<file path="src/rtl/pc_pkg.sv">
// rtl/pc_pkg.sv - shared address width, reset vector and increment for the fetch PC
package pc_pkg;

  localparam int ADDR_W = 32;
  localparam logic [ADDR_W-1:0] PC_RESET = 32'h0;
  localparam int PC_INC = 4;

  typedef logic [ADDR_W-1:0] addr_t;

endpackage

</file>
<file path="src/rtl/pc_adder.sv">
// rtl/pc_adder.sv - WIDTH-bit constant incrementer, wraps modulo 2^WIDTH
module pc_adder #(
  parameter int WIDTH = 32,
  parameter int INC   = 4
) (
  input  logic [WIDTH-1:0] a,
  output logic [WIDTH-1:0] y
);

  localparam logic [WIDTH-1:0] INC_W = WIDTH'(INC);

  // Carry out is intentionally dropped so the top address wraps to zero.
  assign y = a + INC_W;

endmodule

</file>
<file path="src/rtl/pc.sv">
// rtl/pc.sv - fetch program counter with branch mux and async active-low reset
module pc
  import pc_pkg::*;
#(
  parameter int              WIDTH     = ADDR_W,
  parameter logic [WIDTH-1:0] RESET_VEC = PC_RESET,
  parameter int              INC       = PC_INC
) (
  input  logic             clk,
  input  logic             rst,
  input  logic             PCSrc,
  input  logic [WIDTH-1:0] PCBranch,
  output logic [WIDTH-1:0] pcaddr,
  output logic [WIDTH-1:0] pcplus4addr
);

  pc_adder #(
    .WIDTH (WIDTH),
    .INC   (INC)
  ) u_adder (
    .a (pcaddr),
    .y (pcplus4addr)
  );

  // Only an explicit 1 selects the branch; an unknown PCSrc falls through to sequential.
  always_ff @(posedge clk or negedge rst) begin
    if (!rst) begin
      pcaddr <= RESET_VEC;
    end else if (PCSrc == 1'b1) begin
      pcaddr <= PCBranch;
    end else begin
      pcaddr <= pcplus4addr;
    end
  end

endmodule

</file>
<file path="config.mk">
export PLATFORM = sky130hd
export DESIGN_NAME = pc
export DESIGN_NICKNAME = d
export VERILOG_FILES = /design/src/rtl/pc_pkg.sv /design/src/rtl/pc_adder.sv /design/src/rtl/pc.sv
export SDC_FILE = /design/constraint.sdc
export NUM_CORES = 1
export LEC_CHECK = 0
export ABC_AREA = 1
export CAP_MARGIN = 20
export CORE_ASPECT_RATIO = 1.1
export CORE_MARGIN = 2
export CORE_UTILIZATION = 38
export DETAILED_ROUTE_END_ITERATION = 8
export PLACE_DENSITY = 0.85
export RECOVER_POWER = 100
export SLEW_MARGIN = 30
export SYNTH_ARGS = -nofsm -noshare
export SYNTH_HDL_FRONTEND = slang
export SYNTH_SLANG_ARGS = --single-unit
</file>
<file path="constraint.sdc">
create_clock -name clk -period 1.5 [get_ports clk]
set_clock_uncertainty 0.2 [all_clocks]
set_input_delay 0.3 -clock clk [delete_from_list [all_inputs] [get_ports clk]]
set_output_delay 0.3 -clock clk [all_outputs]
set_load 0.05 [all_outputs]
</file>
==> results_dict.tcl, run 1 <==
set metrics [dict create \
    status "stopped before the end" \
    haltStage "global routing" \
    error "[ERROR GRT-0232] Routing congestion too high. Check the congestion heatmap in the GUI." \
    die-width_microns 76.40 \
    synth_edf_count 0 \
    cts-hold-fix-buffers 0 \
    synth_fp_nets 344 \
    synth_warnings 0 \
    std_cell_rows 29 \
    synth_xor_xnor_area_share_pct 8.738 \
    synth_top_family_by_area "simple AND/OR/NAND/NOR gates" \
    cts_root_buffer "clkbuf_8" \
    netlist_area_sq_um 2191 \
    die_h_microns 83.64 \
    synth_area_per_cell_sq_um 7.113 \
    async_flop_share_pct 100.0 \
    cts_made_buffers 5 \
    synthCells 308 \
    pre_cts_slack_ps -508.6 \
    hpwlAfterDp_microns 6772 \
    synthAdderAreaFrac_pct 0.5711 \
    cts_max_level 2 \
    yosys.area.top_type_share_pct 36.55 \
    synth_cell_type_count 21 \
    clock-sinks 32 \
    endpoint_type "primary output" \
    port_buffers 98 \
    ios 99 \
    postGrtWorstEndpoint "pcplus4addr[14]" \
    gp_congestion 0.9087 \
    track_usage_pct 86.92 \
    synth_top_area_cell "dfrtp_1" \
    grt_max_degree 33 \
    muxShareOfSynthArea_pct 0 \
    grt_overflow 245 \
    yosysSeqAreaShare_pct 36.55 \
    synth.top_cells.by_area "dfrtp_1, nand2_1, xor2_2" \
    start_util_pct 38.70 \
    synth-simple-area-share_pct 49.17 \
    synth-main-ff-cell "dfrtp_1" \
    synth_compound_area_share_pct 0.2284 \
    ys_ff_latch 32 \
    clockBufferDepth 2 \
    placed_area_sq_um 4653 \
]
==> cells in the mapped netlist (4+ instances only) <==
master / instances
nor2_4: 8
nand3b_1: 8
dfrtp_1: 32
nor2_1: 23
nand3_1: 6
xnor2_1: 4
nand2_2: 7
xor2_2: 8
nor2_2: 5
nand2_1: 169
clkbuf_1: 5
inv_1: 14
==> logic make-up after synthesis <==
kind of cell / after synthesis
xor gates and xnor gates: 15
AOI/OAI and AO/OA: 1
and+or+nand+nor: 234
adders and majority gates: 1
DFF: 32
buffers and inverters: 25
==> metrics by stage <==
step,std cells,setup TNS [ps]
2_1_floorplan,308,-27970
3_5_place_dp,532,-15040
3_3_place_gp,532,-11770
4_1_cts,554,-24850
==> routing by layer <==
| metal | track usage, % | GRT overflow |
|---|---|---|
| met4 | 100.3 | 82 |
| met1 | 85.77 | 0 |
| met2 | 108.0 | 159 |
| met5 | 10.83 | 0 |
| met3 | 61.47 | 4 |
==> timing repair <==
action	4_1_cts
buffers inserted	18
gates resized for setup	79
endpoints found under the setup margin	76
pin swaps	32
==> run 2, diff against run 1 <==
--- a/config.mk
+++ b/config.mk
@@ -7,11 +7,10 @@
 export LEC_CHECK = 0
 export ABC_AREA = 1
 export CAP_MARGIN = 20
-export CORE_ASPECT_RATIO = 1.1
 export CORE_MARGIN = 2
-export CORE_UTILIZATION = 38
+export CORE_UTILIZATION = 31
 export DETAILED_ROUTE_END_ITERATION = 8
-export PLACE_DENSITY = 0.85
+export PLACE_DENSITY_LB_ADDON = 0.15
 export RECOVER_POWER = 100
 export SLEW_MARGIN = 30
 export SYNTH_ARGS = -nofsm -noshare
==> constraint.sdc (replaced) <==
create_clock -name clk -period 2 [get_ports clk]
set_clock_uncertainty 0.2 [all_clocks]
set_input_delay 0.4 -clock clk [delete_from_list [all_inputs] [get_ports clk]]
set_output_delay 0.4 -clock clk [all_outputs]
set_load 0.05 [all_outputs]
==> run 2 against run 1 <==
Effect of this change:
- the flow now finishes, with violations (setup timing)
- area after synthesis unchanged
- synthesized cell count unchanged
==> results_dict.tcl, run 2 <==
set metrics [dict create \
    synth.top_cells.by_area "dfrtp_1, nand2_1, xor2_2" \
    tightest_slew_ps 842.1 \
    synth-main-ff-cell "dfrtp_1" \
    ir_worst_vdd_mv 0.2904 \
    timing.final.crit_share_pct 115.5 \
    start_util_pct 32.07 \
    track_usage_pct 19.12 \
    worstSetupEndpointType "primary output" \
    std_cell_rows 30 \
    async_flop_share_pct 100.0 \
    synth_warnings 0 \
    slew_headroom_pct 43.86 \
    fmax_mhz 432.8 \
    switching_share_pct 41.98 \
    pwr-share-clk_pct 18.9 \
    grt_pass1_wl_microns 11450 \
    status "finished with violations" \
    r2r-start "pcaddr[3]" \
    layout_common_cells "nand2_1, buf_4, buf_12" \
    yosysSeqAreaShare_pct 36.55 \
    mostFrequentLayoutCell "nand2_1" \
    yosys.area.top_type_share_pct 36.55 \
    clock-sinks 32 \
    p_seq_share_pct 28.6 \
    clockBufferDepth 2 \
    path_clk_slew_ps 70 \
    cts_root_buffer "clkbuf_8" \
    grt_pass1_vias 2511 \
    crit_type "reg2out" \
    worstSkewPairLatency_ps 290 \
    drc 0 \
    largest_reg_flops 32 \
    violations "setup timing" \
    synth_edf_count 0 \
    ys_ff_latch 32 \
    placed_area_sq_um 4060 \
    cp-start-kind "register" \
    cts_made_buffers 5 \
    final_cell_area_sq_um 4487 \
    top_usage_layer "met2" \
    setup_violations 28 \
    cts_max_level 2 \
    leakage_nw 2.147 \
    synth_fp_nets 344 \
    slew_viol_final 0 \
    diodes 0 \
    synth_cell_type_count 21 \
    vias_per_cell 4.405 \
    top_regs "pcaddr (32)" \
    port_buffers 98 \
    yosysMostFrequentCell "nand2_1" \
    power.density_nw_per_um2 622.4 \
    final_cells 555 \
    cts-hold-fix-buffers 0 \
    pre_cts_slack_ps -60.42 \
    dp_cells 528 \
    netlist_area_sq_um 2191 \
    arrival_ps 1710 \
    setup_ws_ps -310.6 \
    fin_nets 494 \
    hpwlAfterDp_microns 5349 \
    met3_usage_pct 4.524 \
    crit_path_max_fanout 4 \
    final.min_clock_period_ps 2311 \
    grt_max_degree 33 \
    finalPower_mw 2.793 \
    internal-power_mw 1.620 \
    syn2layout_area_growth_pct 104.8 \
    hp-class "reg2reg" \
    die_h_microns 88.07 \
    hold_viol 0 \
    grt_overflow 0 \
    rsz0062_at_grt "yes" \
    routedWlPerCell_microns 12.50 \
    fin_util_pct 65.68 \
    die_area_sq_um 7755 \
    startpoint "pcaddr[2]" \
    yosys-top-cells-count "nand2_1, dfrtp_1, nor2_1" \
    die-width_microns 88.07 \
    drv_cap 0 \
    coreArea_sq_um 6832 \
    use_met1_pct 24.08 \
    grt_util_met2_pct 33.26 \
    p_sw_mw 1.172 \
    wl_microns 6938 \
    antenna_found_initial 0 \
    largest_register "pcaddr" \
    combPwrFrac_pct 52.5 \
    synth_top_area_cell "dfrtp_1" \
    ios 99 \
    synth_area_per_cell_sq_um 7.113 \
    postRouteAntennaNets 0 \
    cts_tree "done" \
    final_layout_size_suffix_gt1_share_pct 48.80 \
    gp_congestion 0.8977 \
    cp.required_ps 1400 \
    dr.first_iter.drc_count 77 \
    firstDrtPassIters 4 \
    hold_path.startpoint "pcaddr[0]" \
    synthCells 308 \
    num_vias 2445 \
]
run 2: cell counts after synthesis:
No cell type changed its count.
run 2: path summary, 6_finish.rpt:
path                              endpoint  slack [ps]  cells after the start
setup / recovery           pcplus4addr[20]        -310                      9
hold / removal                   pcaddr[0]         300                      2
setup reg to reg                pcaddr[11]         220                      9
hold reg to reg                  pcaddr[0]         300                      2
max in group asynchronous       pcaddr[17]         470                      2
min in group asynchronous        pcaddr[7]         550                      2
run 2: logic make-up (layout without fill, tap and decap cells):
group | Yosys count | in the layout | synth area share [%]
xor+xnor | 15 | 15 | 8.738
simple gates | 234 | 234 | 49.17
buf+inv | 25 | 176 | 4.740
fa+ha+maj | 1 | 1 | 0.5710
flops | 32 | 32 | 36.55
compound gates | 1 | 1 | 0.2282
run 2: area by class of cell:
class                      instances  area, sq um
inverter                          16        62.56
clock inverter                     2        10.01
clock buffer                       6        82.58
multi-input combinational        251         1759
tap                               96        120.1
sequential                        32        822.0
timing repair buffer             152         1630
fill                             574         2345
run 2: repair_timing:
action,4_1_cts,5_1_grt
pin swaps,19,21
resized for setup,36,21
buffers inserted,9,10
endpoints found under the setup margin,27,28
run 2: routing by layer:
layer | up-vias | routed length, microns
met5 | - | 0
met2 | 60 | 3537
met3 | 6 | 381
met1 | 1157 | 2951
li1 | 1222 | -
met4 | 0 | 68
run 2: power by group through the flow:
| stage | Sequential [mW] | Clock (mW) | Combinational (mW) |
|---|---|---|---|
| final | 0.799 | 0.527 | 1.47 |
| after global placement | 0.800 | 0 | 1.39 |
| after floorplan | 1.04 | 0 | 0.526 |
| after CTS | 0.795 | 0.549 | 1.44 |
| after detailed placement | 0.803 | 0 | 1.40 |
| after global routing | 0.808 | 0.578 | 1.54 |
run 2: stage by stage:
stage | TNS (ps) | hold WS, ps
after floorplan | -4003 | -95.59
after global placement | -69.09 | 283.9
after detailed placement | -249.7 | 294.4
after CTS | -7552 | 314.1
after global routing | -9595 | 333.5
final | -7067 | 298.1
run 2: critical path: stages (launching register included):
cell	delay (ps)
dfrtp_2	410
ha_4	160
nand2_4	50
nor2_4	110
nand2_4	120
nor2_4	180
nand2_1	90
nand2_2	80
nand2_4	60
buf_12	150
No activity file was read; power rests on OpenSTA's default activity.
==> run 3, diff against run 2 <==
--- a/config.mk
+++ b/config.mk
@@ -16,3 +16,4 @@
 export SYNTH_ARGS = -nofsm -noshare
 export SYNTH_HDL_FRONTEND = slang
 export SYNTH_SLANG_ARGS = --single-unit
+export TNS_END_PERCENT = 10
==> run 3 against run 2 <==
Effect of this change:
- the flow still finishes with violations (setup timing)
- cell area is 8.6% lower
- largest cell class unchanged
- highest routed layer unchanged
- critical path depth stayed put
- clock power is 5.5% higher
- sequential power is 1% lower
- register-to-register slack better by 30 ps
- clock-buffer cell count is 2 higher
- worst hold slack better by 1.9 ps
- largest power group unchanged
- via count is 4.9% lower
- combinational power is 8% lower
==> results_dict.tcl, run 3 (same netlist as run 2, synthesis figures left out) <==
set metrics [dict create \
    switching_share_pct 41.72 \
    cts_max_level 2 \
    violations "setup timing" \
    setup_ws_ps -330.2 \
    die_area_sq_um 7755 \
    num_vias 2324 \
    coreArea_sq_um 6832 \
    placed_area_sq_um 3953 \
    pwr-share-clk_pct 20.6 \
    cts_tree "done" \
    hp-class "reg2reg" \
    fin_util_pct 60.02 \
    firstDrtPassIters 4 \
    top_usage_layer "met2" \
    worstSetupEndpointType "primary output" \
    cts_made_buffers 5 \
    dr.first_iter.drc_count 91 \
    mostFrequentLayoutCell "nand2_1" \
    postRouteAntennaNets 0 \
    grt_max_degree 33 \
    dp_cells 524 \
    arrival_ps 1730 \
    clock-sinks 32 \
    gp_congestion 0.8551 \
    holdWs_ps 300.0 \
    wl_microns 6635 \
    clockBufferDepth 2 \
    use_met1_pct 25.32 \
    diodes 0 \
    track_usage_pct 18.76 \
    slew_viol_final 0 \
    routedWlPerCell_microns 12.38 \
    tightest_slew_ps 801.5 \
    final_layout_size_suffix_gt1_share_pct 38.18 \
    antenna_found_initial 0 \
    top_regs "pcaddr (32)" \
    combPwrFrac_pct 50.1 \
    layout_common_cells "nand2_1, buf_4, buf_12" \
    final_cell_area_sq_um 4100 \
    finalSetupTns_ps -5994 \
    vias_per_cell 4.336 \
    met3_usage_pct 4.053 \
    path_clk_slew_ps 60 \
    fmax_mhz 429.1 \
    crit_type "reg2out" \
    rsz0062_at_grt "yes" \
    p_seq_share_pct 29.3 \
    syn2layout_area_growth_pct 87.15 \
    drv_cap 0 \
    fill_cells 622 \
    largest_reg_flops 32 \
    slew_headroom_pct 46.57 \
    std_cell_rows 30 \
    final_cells 536 \
    drc 0 \
    grt_util_met2_pct 30.51 \
    timing.final.crit_share_pct 116.5 \
    power.density_nw_per_um2 657.5 \
    internal-power_mw 1.571 \
    largest_register "pcaddr" \
    fin_nets 475 \
    start_util_pct 32.07 \
    grt_pass1_vias 2310 \
    cp.required_ps 1400 \
    pre_cts_slack_ps -73.10 \
    port_buffers 98 \
    ios 99 \
    finalPower_mw 2.696 \
    die_h_microns 88.07 \
    cts_root_buffer "clkbuf_8" \
    ir_worst_vdd_mv 0.4335 \
    hpwlAfterDp_microns 5172 \
    leakage_nw 1.955 \
    hold_viol 0 \
    status "finished with violations" \
    grt_overflow 0 \
    setup_violations 27 \
    cp-start-kind "register" \
    final.min_clock_period_ps 2330 \
    die-width_microns 88.07 \
    worstSkewPairLatency_ps 290 \
    crit_path_max_fanout 4 \
    grt_pass1_wl_microns 11160 \
    p_sw_mw 1.125 \
]
## run 3: layer usage
layer  vias up  part of all wire, %
met5         -                    0
met4         0                  1.7
met3        11                  6.3
met2        72                   49
met1      1064                   43
li1       1177                    -
## run 3: worst paths after layout
kind	from	endpoint	slack (ps)	cells after the start
setup / recovery	pcaddr[2]	pcplus4addr[30]	-330	9
max in group asynchronous	rst	pcaddr[15]	510	2
min in group asynchronous	rst	pcaddr[1]	520	2
hold reg to reg	pcaddr[1]	pcaddr[1]	300	2
setup reg to reg	pcaddr[2]	pcaddr[24]	250	11
hold / removal	pcaddr[1]	pcaddr[1]	300	2
## run 3: timing repair
item,in CTS,in global routing
gates resized for setup,9,10
endpoints found under the setup margin,28,28
setup buffers,0,4
endpoints found under the hold margin,0,0
hold buffers,0,0
pin swaps,9,11
## run 3: final cells by class
type / instances / area (sq um) / area share (%)
Timing Repair Buffer: 133 / 1395 / 34.03
Inverter: 16 / 62.56 / 1.526
Sequential cell: 32 / 819.5 / 19.99
Tap cell: 96 / 120.1 / 2.930
Multi-Input combinational cell: 251 / 1603 / 39.09
Clock buffer: 8 / 100.1 / 2.441
## run 3: power groups by stage
stage / Sequential (mW) / Clock (mW) / Combinational, mW
global route: 0.801 / 0.591 / 1.42
detailed placement: 0.802 / 0 / 1.36
floorplan: 1.04 / 0 / 0.505
finish: 0.789 / 0.556 / 1.35
global placement: 0.799 / 0 / 1.36
CTS: 0.793 / 0.571 / 1.39
## run 3: critical path, stage by stage, from the launching register on
cell and delay (ps):
dfrtp_2 410, ha_4 170, nand2_4 50, nor2_4 120
nand2_4 110, nor2_4 180, nand2_1 80, nand2_1 80
nand2_2 80, buf_12 150
==> run 4, diff against run 3 <==
--- a/config.mk
+++ b/config.mk
@@ -12,6 +12,7 @@
 export DETAILED_ROUTE_END_ITERATION = 8
 export PLACE_DENSITY_LB_ADDON = 0.15
 export RECOVER_POWER = 100
+export SETUP_SLACK_MARGIN = 0.15
 export SLEW_MARGIN = 30
 export SYNTH_ARGS = -nofsm -noshare
 export SYNTH_HDL_FRONTEND = slang
==> run 4 against run 3 <==
Effect of this change:
- the run still ends with setup timing left
- core utilization fell by 1.3 points
- worst hold slack improved by 7.0 ps
- clock power shrank 4.9%
- sequential cell count is the same
- sequential power about the same
- combinational power hardly changed
- first-iteration DRC count fell by 43%
- cell count is 0.19% lower
- via count down 0.95%
- critical endpoint is now pcplus4addr[25]
==> results_dict.tcl, run 4 (same netlist as run 2, synthesis figures left out) <==
set metrics [dict create \
    dr.first_iter.drc_count 52 \
    num_vias 2302 \
    drv_cap 0 \
    fin_nets 474 \
    path_clk_slew_ps 60 \
    grt_max_degree 33 \
    finalSetupTns_ps -6940 \
    syn2layout_area_growth_pct 83.10 \
    r2r-end "pcaddr[20]" \
    top_regs "pcaddr (32)" \
    timing.final.crit_share_pct 117.1 \
    start_util_pct 32.07 \
    hold_viol 0 \
    track_usage_pct 18.63 \
    antenna_found_initial 0 \
    final_layout_size_suffix_gt1_share_pct 36.22 \
    multiInputGateArea_sq_um 1554 \
    cts_max_level 2 \
    cp-start-kind "register" \
    routedWlPerCell_microns 12.27 \
    hold_depth 2 \
    drc 0 \
    cts_root_buffer "clkbuf_8" \
    layout_common_cells "nand2_1, clkdlybuf4s50_1, buf_12" \
    grt_overflow 0 \
    rsz0062_at_grt "yes" \
    wl_microns 6564 \
    arrival_ps 1740 \
    leakage_nw 1.924 \
    setup_violations 28 \
    clockBufferDepth 2 \
    fill_cells 643 \
    ios 99 \
    crit_path_max_fanout 5 \
    crit_type "reg2out" \
    diodes 0 \
    gp_congestion 0.8555 \
    port_buffers 98 \
    die_area_sq_um 7755 \
    regArea_sq_um 820.8 \
    fmax_mhz 427.0 \
    setup_ws_ps -341.9 \
    firstDrtPassIters 4 \
    status "finished with violations" \
    die_h_microns 88.07 \
    violations "setup timing" \
    crit_top_cell "nand2_2" \
    cts_made_buffers 5 \
    power.density_nw_per_um2 658.5 \
    std_cell_rows 30 \
    cts_tree "done" \
    crit_chain "nand2_1 -> nor2_1 -> nand2_2 -> nor2_8 -> nand3b_1 -> nand2_2 -> buf_12" \
    slowest_delay_ps 390 \
    worstSetupEndpointType "primary output" \
    cpMaxStageDelayCell "dfrtp_2" \
    r2r-start "pcaddr[2]" \
    coreArea_sq_um 6832 \
    hold_end "pcaddr[1]" \
    vias_per_cell 4.303 \
    tightest_slew_ps 814.6 \
    clock-sinks 32 \
    cp.required_ps 1400 \
    slew_viol_final 0 \
    hold_path.startpoint "pcaddr[1]" \
    die-width_microns 88.07 \
    grt_pass1_vias 2315 \
    pre_cts_slack_ps -62.45 \
    cts-hold-fix-buffers 0 \
    mostFrequentLayoutCell "nand2_1" \
    worstSkewPairLatency_ps 290 \
    largest_reg_flops 32 \
    reg2reg_depth 11 \
    slew_headroom_pct 45.70 \
    ir_worst_vdd_mv 0.3379 \
    postRouteAntennaNets 0 \
    grt_pass1_wl_microns 11060 \
    hpwlAfterDp_microns 5244 \
    largest_register "pcaddr" \
    final.min_clock_period_ps 2342 \
    regToRegSetupSlack_ps 210 \
    hp-class "reg2reg" \
]
## run 4: worst max-delay path: cells and delay by family, from the launching register on
| kind | cells | cell delay, ps |
|---|---|---|
| flops | 1 | 390 |
| buf+inv | 1 | 140 |
| simple gates | 6 | 940 |
## run 4: worst max-delay path by stage
stage                     startpoint               to
after floorplan            pcaddr[2]  pcplus4addr[14]
after global placement     pcaddr[2]  pcplus4addr[24]
after detailed placement   pcaddr[2]  pcplus4addr[24]
after CTS                  pcaddr[2]  pcplus4addr[30]
after global routing       pcaddr[2]  pcplus4addr[16]
final                     pcaddr[14]  pcplus4addr[25]
## run 4: routing by layer
metal  share of wire [%]  global-route usage (%)  up-vias  wire [microns]
li1                    -                       -     1176               -
met1                  44                   25.01     1069            2915
met2                  50                   30.17       51            3269
met3                 4.4                   4.241        6             290
met4                 1.4                   5.510        0              89
met5                   0                       0        -               0
## run 4: power by group
part / switching (mW) / internal [mW]
Clock: 0.248 / 0.281
Combinational: 0.798 / 0.527
Sequential: 0.0718 / 0.716
## run 4: final cells by class
class                   instances  share of cell area, %
repair buffers                132                  34.00
clock buffers                   8                  2.246
multi-input cells             251                  38.74
well taps                      96                  2.994
flip-flops and latches         32                  20.46
inverters                      16                  1.560
## run 4: per-stage QoR
step           cells  util [%]  power [mW]  instance area [sq um]  hold slack [ps]
3_5_place_dp     525     57.97       2.168                   3960            298.2
5_1_grt          535     58.72       2.767                   4011            352.3
2_1_floorplan    308         -       1.545                   2435           -95.59
4_1_cts          533     59.80       2.720                   4085            322.7
6_report         535     58.72       2.641                   4011            307.0
3_3_place_gp     525     57.97       2.155                   3960            286.8
## run 4: repair_timing
item                       4_1_cts  5_1_grt
pin swaps                       11        6
setup buffers                    0        2
resized for setup                6        4
setup endpoints to repair       29       29
hold endpoints to repair         0        0
